`src/rtl/output_stream_tx.sv`:
```
// Output stream transmitter: buffers convolution results in a circular FIFO and
// presents them as an AXI-Stream master, tagging the last word of each frame.
module output_stream_tx #(
  parameter int unsigned OUTW  = 52,
  parameter int unsigned R     = 9,
  parameter int unsigned C     = 8,
  parameter int unsigned MAXK  = 4,
  parameter int unsigned DEPTH = 8
) (
  input  logic                         clk,
  input  logic                         reset,
  input  logic [OUTW-1:0]              in_data,
  input  logic                         in_valid,
  output logic                         in_ready,
  input  logic [$clog2(MAXK+1)-1:0]    K,
  output logic [OUTW-1:0]              AXIS_TDATA,
  output logic                         AXIS_TVALID,
  input  logic                         AXIS_TREADY,
  output logic                         AXIS_TLAST,
  output logic                         frame_done
);

  localparam int unsigned KW  = $clog2(MAXK + 1);
  localparam int unsigned PCW = (R * C > 1) ? $clog2(R * C) : 1;
  localparam int unsigned AW  = (DEPTH > 1) ? $clog2(DEPTH) : 1;
  localparam int unsigned CW  = $clog2(DEPTH + 1);

  logic [OUTW:0]    mem [DEPTH];
  logic [AW-1:0]    rd_ptr;
  logic [AW-1:0]    wr_ptr;
  logic [CW-1:0]    count;
  logic [PCW-1:0]   push_cnt;
  logic [KW-1:0]    k_lat;

  logic             push;
  logic             pop;
  logic [KW-1:0]    ke;
  int unsigned      n_words;
  logic             last_flag;
  logic [OUTW:0]    head;

  assign in_ready    = reset && (count < CW'(DEPTH));
  assign AXIS_TVALID = (count != '0);
  assign head        = mem[rd_ptr];
  assign AXIS_TDATA  = head[OUTW-1:0];
  assign AXIS_TLAST  = AXIS_TVALID && head[OUTW];

  assign push = in_valid && in_ready;
  assign pop  = AXIS_TVALID && AXIS_TREADY;

  // Kernel size is sampled on the first push of a frame and held until it ends.
  always_comb begin
    ke        = k_lat;
    n_words   = 32'd0;
    last_flag = 1'b0;
    if (push_cnt == '0) begin
      ke = K;
    end
    n_words   = (R - 32'(ke) + 32'd1) * (C - 32'(ke) + 32'd1);
    last_flag = (32'(push_cnt) == (n_words - 32'd1));
  end

  // Control state: pointers, occupancy, frame position, completion pulse.
  always_ff @(posedge clk or negedge reset) begin
    if (!reset) begin
      rd_ptr     <= '0;
      wr_ptr     <= '0;
      count      <= '0;
      push_cnt   <= '0;
      k_lat      <= '0;
      frame_done <= 1'b0;
    end else begin
      if (push) begin
        wr_ptr <= wr_ptr + AW'(1);
        if (push_cnt == '0) begin
          k_lat <= K;
        end
        push_cnt <= last_flag ? '0 : push_cnt + PCW'(1);
      end
      if (pop) begin
        rd_ptr <= rd_ptr + AW'(1);
      end
      case ({push, pop})
        2'b10:   count <= count + CW'(1);
        2'b01:   count <= count - CW'(1);
        default: count <= count;
      endcase
      frame_done <= pop && AXIS_TLAST;
    end
  end

  // Storage array carries no reset; validity is tracked by count.
  always_ff @(posedge clk) begin
    if (push) begin
      mem[wr_ptr] <= {last_flag, in_data};
    end
  end

endmodule

```
`config.mk`:
```
export PLATFORM = sky130hd
export DESIGN_NAME = output_stream_tx
export DESIGN_NICKNAME = d
export VERILOG_FILES = /design/src/rtl/output_stream_tx.sv
export SDC_FILE = /design/constraint.sdc
export NUM_CORES = 1
export LEC_CHECK = 0
export ABC_AREA = 0
export CAP_MARGIN = 20
export CORE_ASPECT_RATIO = 0.75
export CORE_UTILIZATION = 46
export CTS_BUF_LIST = sky130_fd_sc_hd__clkbuf_16
export CTS_CLUSTER_SIZE = 8
export DETAILED_ROUTE_END_ITERATION = 16
export PLACE_DENSITY = 0.64
export SETUP_SLACK_MARGIN = 0.2
export SLEW_MARGIN = 20
export SYNTH_ARGS = -nofsm -noshare
export SYNTH_HDL_FRONTEND = slang
export SYNTH_SLANG_ARGS = --single-unit
```
`constraint.sdc`:
```
create_clock -name clk -period 12.4 [get_ports clk]
set_clock_uncertainty 0.15 [all_clocks]
set_input_delay 1.24 -clock clk [delete_from_list [all_inputs] [get_ports clk]]
set_output_delay 1.24 -clock clk [all_outputs]
set_load 0.03 [all_outputs]
```
==> metrics.md <==
| Metric | Value |
|---|---|
| Outcome | `finished clean` |
| Final GP Congestion | `0.843` |
| Pre-antenna DRT Iters | `4` |
| Fill cells | `2883` |
| Synth unique cells | `45` |
| Min Tclk post-route | `7200 ps` |
| Relative slew slack | `between 30% and 40%` |
| Largest net degree at the start of global routing | `69` |
| Ys async rst share | `4.72%` |
| Fin. Hold Viols | `0` |
| Synth area leader | `edfxtp_1` |
| Initial Utilization | `47.0%` |
| Worst path slowest cell | `mux2i_1` |
| Post-route clock period utilization | `58.1%` |
| Worst vdd rail ir drop | `0.157 mV` |
| Die Span X | `231 µm` |
| R2R Setup Slk | `5200 ps` |
| Crit path largest cell delay | `730 ps` |
| Power Total | `0.00518 W` |
| Largest cells by area after synthesis | `edfxtp_1 70%, mux4_2 13%, mux2_2 3.4%` |
| Fin. max-slew vios | `0` |
| Io pins | `115` |
| Synth Area in Compound Gates | `less than 1%` |
| Port Buffer Count | `114` |
| Power per cell area | `241 nW/µm²` |
| RSZ-0062 raised after global routing | `no` |
| Fmax | `139 MHz` |
| Crit path launch type | `flop` |
| First DRT Iteration DRCs | `519` |
| Wire per inst | `22.3 µm` |
| Synth Register Bits | `445` |
| Adder-cell area share of the yosys netlist | `3.63%` |
| CTS tree | `done` |
| Post-Layout Inst Area | `about 22000 µm²` |
| Area Growth Syn to Fin | `18.9%` |
| Critical path arrival | `7490 ps` |
| Syn Inst Count | `863` |
| CTS Root Cell | `clkbuf_16` |
| Lkg Pwr | `7.17 nW` |
| CTS buffer count | `61` |
| Post-Synth Simple-Gate Area | `2.75%` |
| Total number of vias | `8396` |
| Mean post-synth cell area | `around 21 µm²` |
| Gr ovfl total | `0` |
| Post-Synth XOR/XNOR Area | `1.01%` |
| WP buf/inv | `4` |
| Vias/cell | `5.43` |
| DRT antenna net count | `0` |
| Post-CTS Setup Repair Bufs | `0` |
| CTS Buffer Depth | `3` |
| Crit Path Max Fanout | `11` |
| Vias in the first global route | `8937` |
| Die footprint | `just over 40000 µm²` |
| Core area | `38600 µm²` |
| GRT Total Usage | `17.8%` |
| Initial antenna violation count | `3` |
| Final nets | `~1.1k` |
| Max-cap violation count | `0` |
| Post-synthesis sequential area ratio | `73.2%` |
| Hold_buf cts | `0` |
| CP required | `between 10000 and 15000 ps` |
| Placed instance area | `19900 µm²` |
| Slew @ Worst Pin | `1010 ps` |
| # clock sinks | `445` |
| Die Span Y | `174 µm` |
| Post-CTS Resized | `0` |
| Worst-Skew Late Latency | `580 ps` |
| Worst path top cell family by delay | `adder cells` |
| Multiplexer area fraction after synthesis | `17.0%` |
| First-pass GRT wire length | `~53 mm` |
| Top_reg_cell synth | `edfxtp_1` |
| Hold Slack | `between 300 and 400 ps` |
| Setup CP Type | `reg -> reg` |
| Critical Path End Type | `flop` |
| CP cell instances | `inv_1 -> ha_1 -> nor2b_1 -> nand2_1 -> mux2i_1 -> inv_1 -> ha_1 -> inv_1 -> ha_1 -> or2_2 -> fa_1 -> fa_1 -> fa_1 -> inv_1 -> fa_1 -> nor2b_1 -> o211ai_1 -> and3_1 -> a22o_2 -> mux2_2 -> a211oi_2 -> o21ai_0` |
| DRC Markers | `0` |
| H-tree Lvls | `2` |
| Largest family of logic cells by synthesized area | `multiplexers` |
| Reg clk slew, reported paths | `roughly 50 ps` |
| DPL Wire Length | `17.7 mm` |
| Post-synth top area share | `70.3%` |
| Rows | `62` |
| Drt total wl | `34.4 mm` |
| Setup_tns | `0 ps` |
| HP Class | `reg -> reg` |
| Number of synthesized flops with an enable pin | `424` |
| Layout cells sized above 1 | `25.3%` |
| Final setup violation count | `0` |
| Ys Warns | `0` |
| Post-Syn Area | `18100 µm²` |
[per-stage QoR]
stage | setup WS [ps] | cells | util (%)
after global routing | 4660 | 1545 | 55.9
after CTS | 5170 | 1545 | 55.9
after floorplan | 3910 | 864 | -
final | 5200 | 1546 | 55.9
after global placement | 4940 | 1468 | 51.7
after detailed placement | 4740 | 1468 | 51.7
[synthesized netlist by cell type, drive strengths merged (7+ instances only)]
cell      n
dfrtp    21
nand2    27
clkbuf   25
xor2     12
buf      10
mux2     55
xnor2     9
and3      7
mux2i     8
o21ai     9
edfxtp  424
ha       35
inv      32
nor2     15
fa       11
mux4    106
[cell usage in the layout (no fill, tap or decap), types with 3 or more instances in the layout]
cell             netlist  routed
nor3_2                 0       4
nor2b_1                6       6
nand3_1                5       5
dfrtp_1               21      18
inv_1                 32      44
nor2_1                15      12
nand2_1               27      27
ha_1                  35      35
mux2i_1                8       8
and3_1                 6       6
nor4_1                 4       3
mux4_2               106     106
clkbuf_16              0      61
mux2_2                55      55
and2_1                 6       6
buf_4                  0      13
fa_1                  11      11
o21ai_0                7       7
nor2_4                 0       3
xnor2_1                9       9
clkdlybuf4s50_1        0     114
xor2_1                12      12
edfxtp_1             424     424
nand2b_1               5       5
[layout make-up]
| cell class | instances | area, µm² | area share (%) |
|---|---|---|---|
| tap | 512 | 641 | 2.97 |
| sequential | 445 | 13300 | 61.6 |
| timing repair buffer | 127 | 1240 | 5.75 |
| multi-input combinational | 352 | 4660 | 21.6 |
| clock inverter | 16 | 91.3 | 0.424 |
| inverter | 32 | 120 | 0.557 |
| clock buffer | 61 | 1530 | 7.08 |
| antenna | 1 | 2.50 | 0.0116 |
[logic make-up after synthesis]
| logic type | after synthesis |
|---|---|
| flops | 445 |
| mux | 169 |
| simple gates | 92 |
| buf+inv | 67 |
| fa+ha+maj | 46 |
| compound gates | 22 |
| xor+xnor | 21 |
| other cells | 1 |
[flip-flops by register name, summed over array words and instances (netlist names)]
| name | count |
|---|---|
| push_cnt | 7 |
| mem | 424 |
| frame_done | 1 |
| rd_ptr | 3 |
| count | 4 |
| wr_ptr | 3 |
| k_lat | 3 |
[path summary, 6_finish.rpt]
kind                                         start                      end  cells after the start
max in group asynchronous                    reset    rd_ptr[0]$_DFFE_PN0P_                      2
min in group asynchronous                    reset     k_lat[2]$_DFFE_PN0P_                      2
min                           count[3]$_DFFE_PN0P_     count[3]$_DFFE_PN0P_                      1
min reg2reg                   count[3]$_DFFE_PN0P_     count[3]$_DFFE_PN0P_                      1
max reg2reg                push_cnt[0]$_DFFE_PN0P_  push_cnt[5]$_DFFE_PN0P_                     22
max                        push_cnt[0]$_DFFE_PN0P_  push_cnt[5]$_DFFE_PN0P_                     22
[per-layer routing]
layer / part of all wire, % / vias up / track usage [%]
li1: - / 3789 / -
met1: 46 / 4340 / 25.2
met2: 47 / 209 / 27.8
met3: 5.3 / 54 / 4.33
met4: 1.8 / 4 / 4.72
met5: 0.090 / - / 0
[power by group]
part	internal, W	switching (W)	leakage (nW)
registers	0.00176	0.000109	4.08
logic	0.000908	0.000996	2.25
clock network	0.000859	0.000554	0.838
total	0.00353	0.00166	7.17
Power figures use the tool's default switching activity.
